File: src/rtl/alu_arbiter_if.sv
// Bundle of requester, ALU and response signals shared by alu_arbiter and its environment.
// The master modport is the requester/ALU side; the slave modport is the arbiter itself.
interface alu_arbiter_if #(
   parameter int W = 32
);
   logic          req0;
   logic          req1;
   logic [2:0]    op0;
   logic [2:0]    op1;
   logic [W-1:0]  a0;
   logic [W-1:0]  a1;
   logic [W-1:0]  b0;
   logic [W-1:0]  b1;
   logic          gnt0;
   logic          gnt1;
   logic [2:0]    alu_op;
   logic [W-1:0]  alu_a;
   logic [W-1:0]  alu_b;
   logic [W-1:0]  alu_r;
   logic          alu_c;
   logic          rsp_valid;
   logic          rsp_ready;
   logic          rsp_id;
   logic [W-1:0]  rsp_data;
   logic          rsp_carry;
   logic          busy;

   modport master (
      output req0, req1, op0, op1, a0, a1, b0, b1,
      output alu_r, alu_c, rsp_ready,
      input  gnt0, gnt1, alu_op, alu_a, alu_b,
      input  rsp_valid, rsp_id, rsp_data, rsp_carry, busy
   );

   modport slave (
      input  req0, req1, op0, op1, a0, a1, b0, b1,
      input  alu_r, alu_c, rsp_ready,
      output gnt0, gnt1, alu_op, alu_a, alu_b,
      output rsp_valid, rsp_id, rsp_data, rsp_carry, busy
   );
endinterface

File: src/rtl/alu_arbiter.sv
// Two-port arbiter/sequencer in front of a registered ALU (one cycle latency).
// Define ALU_ARB_FIXED_PRIO_EN for fixed priority (requester 0 wins ties); default is round-robin.
module alu_arbiter #(
   parameter int W = 32
) (
   input  logic          clk,
   input  logic          rst_n,
   alu_arbiter_if.slave  bus
);

   typedef enum logic [1:0] {
      IDLE = 2'd0,
      EXEC = 2'd1,
      CAPT = 2'd2,
      RESP = 2'd3
   } state_e;

   state_e        state_q;
   state_e        state_d;
   logic [2:0]    alu_op_q;
   logic [2:0]    alu_op_d;
   logic [W-1:0]  alu_a_q;
   logic [W-1:0]  alu_a_d;
   logic [W-1:0]  alu_b_q;
   logic [W-1:0]  alu_b_d;
   logic          rsp_id_q;
   logic          rsp_id_d;
   logic [W-1:0]  rsp_data_q;
   logic [W-1:0]  rsp_data_d;
   logic          rsp_carry_q;
   logic          rsp_carry_d;
   logic          rsp_valid_q;
   logic          rsp_valid_d;
   logic          busy_q;
   logic          busy_d;

   logic          idle_s;
   logic          any_req_s;
   logic          win1_s;
   logic          issue_s;

   assign idle_s    = (state_q == IDLE);
   assign any_req_s = bus.req0 | bus.req1;
   assign issue_s   = idle_s & any_req_s;

`ifdef ALU_ARB_FIXED_PRIO_EN
   // requester 0 takes every tie, so 1 only wins when it requests alone
   always_comb begin
      win1_s = bus.req1 & ~bus.req0;
   end
`else
   logic          last_q;
   logic          last_d;

   // on a tie the requester that did not win last time is chosen
   always_comb begin
      if (bus.req0 && bus.req1) begin
         win1_s = ~last_q;
      end else begin
         win1_s = bus.req1;
      end
   end

   always_comb begin
      if (issue_s) begin
         last_d = win1_s;
      end else begin
         last_d = last_q;
      end
   end

   always_ff @(posedge clk or negedge rst_n) begin
      if (!rst_n) begin
         last_q <= 1'b1;
      end else begin
         last_q <= last_d;
      end
   end
`endif

   assign bus.gnt0 = issue_s & ~win1_s;
   assign bus.gnt1 = issue_s &  win1_s;

   always_comb begin
      state_d     = state_q;
      alu_op_d    = alu_op_q;
      alu_a_d     = alu_a_q;
      alu_b_d     = alu_b_q;
      rsp_id_d    = rsp_id_q;
      rsp_data_d  = rsp_data_q;
      rsp_carry_d = rsp_carry_q;
      rsp_valid_d = rsp_valid_q;
      busy_d      = busy_q;
      case (state_q)
         IDLE: begin
            if (any_req_s) begin
               state_d = EXEC;
               busy_d  = 1'b1;
               if (win1_s) begin
                  alu_op_d = bus.op1;
                  alu_a_d  = bus.a1;
                  alu_b_d  = bus.b1;
                  rsp_id_d = 1'b1;
               end else begin
                  alu_op_d = bus.op0;
                  alu_a_d  = bus.a0;
                  alu_b_d  = bus.b0;
                  rsp_id_d = 1'b0;
               end
            end else begin
               state_d = IDLE;
            end
         end
         EXEC: begin
            // the ALU output register loads at the end of this cycle
            state_d = CAPT;
         end
         CAPT: begin
            state_d     = RESP;
            rsp_data_d  = bus.alu_r;
            rsp_carry_d = bus.alu_c;
            rsp_valid_d = 1'b1;
         end
         RESP: begin
            if (bus.rsp_ready) begin
               state_d     = IDLE;
               rsp_valid_d = 1'b0;
               busy_d      = 1'b0;
            end else begin
               state_d = RESP;
            end
         end
         default: begin
            state_d     = IDLE;
            rsp_valid_d = 1'b0;
            busy_d      = 1'b0;
         end
      endcase
   end

   // sequencer state and all registered outputs
   always_ff @(posedge clk or negedge rst_n) begin
      if (!rst_n) begin
         state_q     <= IDLE;
         alu_op_q    <= 3'd0;
         alu_a_q     <= {W{1'b0}};
         alu_b_q     <= {W{1'b0}};
         rsp_id_q    <= 1'b0;
         rsp_data_q  <= {W{1'b0}};
         rsp_carry_q <= 1'b0;
         rsp_valid_q <= 1'b0;
         busy_q      <= 1'b0;
      end else begin
         state_q     <= state_d;
         alu_op_q    <= alu_op_d;
         alu_a_q     <= alu_a_d;
         alu_b_q     <= alu_b_d;
         rsp_id_q    <= rsp_id_d;
         rsp_data_q  <= rsp_data_d;
         rsp_carry_q <= rsp_carry_d;
         rsp_valid_q <= rsp_valid_d;
         busy_q      <= busy_d;
      end
   end

   assign bus.alu_op    = alu_op_q;
   assign bus.alu_a     = alu_a_q;
   assign bus.alu_b     = alu_b_q;
   assign bus.rsp_id    = rsp_id_q;
   assign bus.rsp_data  = rsp_data_q;
   assign bus.rsp_carry = rsp_carry_q;
   assign bus.rsp_valid = rsp_valid_q;
   assign bus.busy      = busy_q;

endmodule

File: src/flat_wrapper.sv
// flat-port wrapper written by rule: the top's interface ports become plain ports
module alu_arbiter_flat 
#(
   parameter int W = 32
)
  (clk, rst_n, bus_req0, bus_req1, bus_op0, bus_op1, bus_a0, bus_a1, bus_b0, bus_b1, bus_alu_r, bus_alu_c, bus_rsp_ready, bus_gnt0, bus_gnt1, bus_alu_op, bus_alu_a, bus_alu_b, bus_rsp_valid, bus_rsp_id, bus_rsp_data, bus_rsp_carry, bus_busy);
  alu_arbiter_if #(.W(W)) bus_i ();
  input  logic clk;
  input  logic rst_n;
  input wire logic [$bits(bus_i.req0)-1:0] bus_req0;
  input wire logic [$bits(bus_i.req1)-1:0] bus_req1;
  input wire logic [$bits(bus_i.op0)-1:0] bus_op0;
  input wire logic [$bits(bus_i.op1)-1:0] bus_op1;
  input wire logic [$bits(bus_i.a0)-1:0] bus_a0;
  input wire logic [$bits(bus_i.a1)-1:0] bus_a1;
  input wire logic [$bits(bus_i.b0)-1:0] bus_b0;
  input wire logic [$bits(bus_i.b1)-1:0] bus_b1;
  input wire logic [$bits(bus_i.alu_r)-1:0] bus_alu_r;
  input wire logic [$bits(bus_i.alu_c)-1:0] bus_alu_c;
  input wire logic [$bits(bus_i.rsp_ready)-1:0] bus_rsp_ready;
  output wire logic [$bits(bus_i.gnt0)-1:0] bus_gnt0;
  output wire logic [$bits(bus_i.gnt1)-1:0] bus_gnt1;
  output wire logic [$bits(bus_i.alu_op)-1:0] bus_alu_op;
  output wire logic [$bits(bus_i.alu_a)-1:0] bus_alu_a;
  output wire logic [$bits(bus_i.alu_b)-1:0] bus_alu_b;
  output wire logic [$bits(bus_i.rsp_valid)-1:0] bus_rsp_valid;
  output wire logic [$bits(bus_i.rsp_id)-1:0] bus_rsp_id;
  output wire logic [$bits(bus_i.rsp_data)-1:0] bus_rsp_data;
  output wire logic [$bits(bus_i.rsp_carry)-1:0] bus_rsp_carry;
  output wire logic [$bits(bus_i.busy)-1:0] bus_busy;
  assign bus_i.req0 = bus_req0;
  assign bus_i.req1 = bus_req1;
  assign bus_i.op0 = bus_op0;
  assign bus_i.op1 = bus_op1;
  assign bus_i.a0 = bus_a0;
  assign bus_i.a1 = bus_a1;
  assign bus_i.b0 = bus_b0;
  assign bus_i.b1 = bus_b1;
  assign bus_i.alu_r = bus_alu_r;
  assign bus_i.alu_c = bus_alu_c;
  assign bus_i.rsp_ready = bus_rsp_ready;
  assign bus_gnt0 = bus_i.gnt0;
  assign bus_gnt1 = bus_i.gnt1;
  assign bus_alu_op = bus_i.alu_op;
  assign bus_alu_a = bus_i.alu_a;
  assign bus_alu_b = bus_i.alu_b;
  assign bus_rsp_valid = bus_i.rsp_valid;
  assign bus_rsp_id = bus_i.rsp_id;
  assign bus_rsp_data = bus_i.rsp_data;
  assign bus_rsp_carry = bus_i.rsp_carry;
  assign bus_busy = bus_i.busy;
  alu_arbiter #(.W(W)) u_core (.clk(clk), .rst_n(rst_n), .bus(bus_i));
endmodule
File: config.mk
export PLATFORM = sky130hd
export DESIGN_NAME = alu_arbiter_flat
export DESIGN_NICKNAME = d
export VERILOG_FILES = /design/src/rtl/alu_arbiter_if.sv /design/src/rtl/alu_arbiter.sv /design/src/flat_wrapper.sv
export SDC_FILE = /design/constraint.sdc
export NUM_CORES = 1
export LEC_CHECK = 0
export CAP_MARGIN = 20
export CORE_UTILIZATION = 34
export DETAILED_ROUTE_END_ITERATION = 7
export GPL_TIMING_DRIVEN = 1
export PLACE_DENSITY = 0.71
export SLEW_MARGIN = 40
export SYNTH_ARGS = -nofsm -noshare
export SYNTH_HDL_FRONTEND = slang
export SYNTH_SLANG_ARGS = --single-unit
File: constraint.sdc
create_clock -name clk -period 1.8 [get_ports clk]
set_input_delay 0.45 -clock clk [delete_from_list [all_inputs] [get_ports clk]]
set_output_delay 0.45 -clock clk [all_outputs]
set_load 0.005 [all_outputs]
==> results.py <==
metrics = {
    "run_status": {
        "status": "finished, final reports clean",
    },
    "layout": {
        "n_fill_cell": 1053,
        "multiInputGateArea_um2": 1680,
        "nets": 773,
        "drive_gt1_share_pct": 12.7,
        "regArea_um2": 2650,
        "instances_no_fill": 778,
        "diodes": 0,
        "area_delta_synth_final_pct": 74.3,
    },
    "timing": {
        "setup_viol": 0,
        "max_freq_mhz": 576,
        "fin_crit_sh_pct": 96.5,
        "drv_slew": 0,
        "worst_slack_ns": 0.0632,
        "period_minus_slack_ns": 1.74,
        "max_slew_margin_pct": 62.2,
        "holdWs_ns": 0.179,
        "rsz0062_at_grt": "false",
        "hold_viol": 0,
        "worstMarginPinSlew_ns": 0.568,
        "finClkSkew_ns": 0.00525,
    },
    "pwr": {
        "finalPower_mw": 11.9,
        "leakagePower_nw": 3.23,
        "combPwrFrac_pct": 48.3,
        "p_sw_share_pct": 28.5,
        "p_sw_mw": 3.40,
        "clockPowerShare_pct": 16.8,
        "ir_drop_uv": 545,
        "cellPowerDensity_nw_per_um2": 1520,
        "seqPwrFrac_pct": 35.0,
        "internal-power_mw": 8.50,
    },
    "setup_path": {
        "end_kind": "primary output",
        "crit_arrival_ns": 1.29,
        "worst-path-buf-inv": 2,
        "worstSetupPathType": "register to primary output",
        "worstPathRequired_ns": 1.35,
        "crit_slowest_cell": "dfstp_2",
        "cp_top_family": "flip-flops",
        "critPathMaxFanout": 3,
        "cp_cell_sequence": "nand2b_4 > nand3_4 > inv_2 > buf_2",
        "crit_path_start": "u_core.last_q$_DFFE_PN1N_",
        "r2r_start": "u_core.state_q[0]$_DFF_PN0_",
        "cp_slowest_stage_delay_ns": 0.56,
        "cp-start-kind": "register",
    },
    "logic_synthesis": {
        "netlist_top_cells_count": "105 x dfrtp_1, 69 x o21a_1, 67 x a221o_1",
        "syn_inst": 328,
        "ys_top_cells_by_area": "dfrtp_1 59%, a221o_1 15%, o21a_1 12%",
        "syn_nets": 500,
        "yosysWarnings": 0,
        "syn_avg_cell_area_um2": 13.7,
        "ys_seq_area_share_pct": 59.2,
        "synth-seq-cells": 106,
        "synth_top_area_share_pct": 58.6,
        "ys.flop_type": "dfrtp_1",
        "synthesis.area_um2": 4480,
        "yosysMostFrequentCell": "dfrtp_1",
        "async_flop_share_pct": 100,
        "synth_area_leader_cell": "dfrtp_1",
        "yosysUniqueCellTypes": 18,
        "synth_edf_count": 0,
    },
    "clock_tree": {
        "cts_made_buffers": 9,
        "clock_path_buffers": 2,
        "htree_levels": 3,
        "clock_latency_ns": 0.34,
        "clk_pin_slew_ns": 0.07,
        "cts.sinks": 106,
        "cts_tree": "yes",
        "clockRootBuffer": "clkbuf_16",
        "ctsHoldBuffers": 0,
    },
    "drt": {
        "postRouteAntennaNets": 0,
        "avgViaCountPerCell": 5.11,
        "initialDrtViolationCount": 184,
        "num_vias": 3972,
        "drc": 0,
        "first_pass_iters": 4,
        "routedWlPerCell_um": 19.0,
        "wl_um": 14800,
    },
    "floorplan": {
        "die_w_um": 117,
        "num_rows": 41,
        "num_io_pins": 277,
        "die_height_um": 117,
        "start_util_pct": 35.2,
        "die_area_um2": 13700,
        "core_area_um2": 12700,
    },
    "global_route": {
        "antenna_found_initial": 0,
        "grt_overflow": 0,
        "grt_max_degree": 107,
        "grt_usage_pct": 21.2,
        "grt_pass1_vias": 4104,
        "grt_pass1_wl_um": 21900,
    },
    "run": {
        "maxCapViolations": 0,
    },
    "placement": {
        "gp_congestion": 0.732,
        "io_buffers": 276,
        "dp_hpwl_um": 10300,
        "dpl_worst_slack_ns": -0.329,
        "dp_cells": 759,
    },
    "min_path": {
        "min_path_type": "input port to asynchronous set/reset pin",
    },
}
## final timing paths
check	end	slack (ns)	cells past startpoint
max	bus_gnt0	0.06	4
min in group clk	u_core.bus.rsp_id$_DFFE_PN0N_	0.50	1
max in group asynchronous	u_core.bus.alu_a[13]$_DFFE_PN0N_	1.20	2
min	u_core.bus.rsp_data[1]$_DFFE_PN0N_	0.18	2
max reg2reg	u_core.bus.alu_a[25]$_DFFE_PN0N_	0.06	8
min reg2reg	u_core.bus.rsp_id$_DFFE_PN0N_	0.50	1
## sequential cells by signal (all words and copies together) (netlist names)
register / flops
u_core.bus.rsp_data: 32
u_core.state_q: 2
u_core.bus.rsp_id: 1
u_core.bus.alu_b: 32
u_core.last_q: 1
u_core.bus.rsp_carry: 1
u_core.bus.alu_op: 3
u_core.bus.busy: 1
u_core.bus.rsp_valid: 1
u_core.bus.alu_a: 32
## power by group through the flow
| stage | combinational, mW | sequential [mW] | clock [mW] |
|---|---|---|---|
| floorplan | 2.39 | 4.23 | 0 |
| global placement | 5.63 | 4.12 | 0 |
| detailed placement | 5.72 | 4.17 | 0 |
| CTS | 5.79 | 4.16 | 2.05 |
| global route | 6.18 | 4.29 | 2.14 |
| finish | 5.74 | 4.16 | 1.99 |
## what timing repair did
item | CTS | global route
buffers inserted | 3 | 0
pin swaps | 1 | 1
resized for setup | 15 | 3
endpoints found under the setup margin | 69 | 28
## routing by layer
| metal | vias up | routed length (um) | track usage [%] |
|---|---|---|---|
| met5 | - | 0 | 0 |
| met2 | 200 | 7030 | 35.3 |
| met3 | 18 | 1370 | 6.54 |
| met1 | 1928 | 6150 | 26.4 |
| met4 | 0 | 205 | 6.58 |
| li1 | 1826 | - | - |
## metrics by stage
stage	utilization (%)	setup TNS, ns	cell area (um2)
global placement	58.7	-21.49	7470
finish	61.4	0	7820
CTS	61.4	0	7820
floorplan	-	0	4480
global route	61.4	0	7820
detailed placement	58.7	-21.62	7470
## logic make-up after synthesis
logic type             share of synthesized area [%]
AND/OR/NAND/NOR                                 1.56
flip-flops                                      59.2
AO/OA/AOI/OAI                                   26.8
multiplexers                                    8.29
buffers and inverters                           4.16
## layout by cell type, fill, tap and decap left out, drive strengths merged
cell type | netlist | routed
a21o | 1 | 1
a221o | 67 | 67
and3 | 2 | 2
buf | 21 | 22
bufinv | 0 | 1
clkbuf | 13 | 14
clkdlybuf4s50 | 0 | 270
clkinv | 0 | 1
dfrtp | 105 | 105
dfstp | 1 | 1
dlygate4sd2 | 0 | 2
dlymetal6s2s | 0 | 1
inv | 2 | 3
mux2 | 33 | 33
nand2 | 5 | 5
nand2b | 2 | 2
nand3 | 1 | 1
nor2 | 4 | 4
o21a | 69 | 69
o22ai | 1 | 1
or2 | 1 | 1
## worst register-to-register path, cell delays in order, from the launching register on
cell and delay, ns:
dfrtp_1 0.41, nor2_4 0.06, buf_6 0.12, nand3_4 0.07, inv_2 0.04, buf_4 0.12, buf_4 0.13, buf_4 0.25
a221o_1 0.42
## cell type report
type	count	area share (%)
tap	172	2.75
inverter	2	0.0960
timing repair buffer	296	37.8
clock inverter	3	0.608
clock buffer	13	3.20
multi-input combinational	186	21.5
sequential	106	34.0
(Power assumes the default switching activity.)
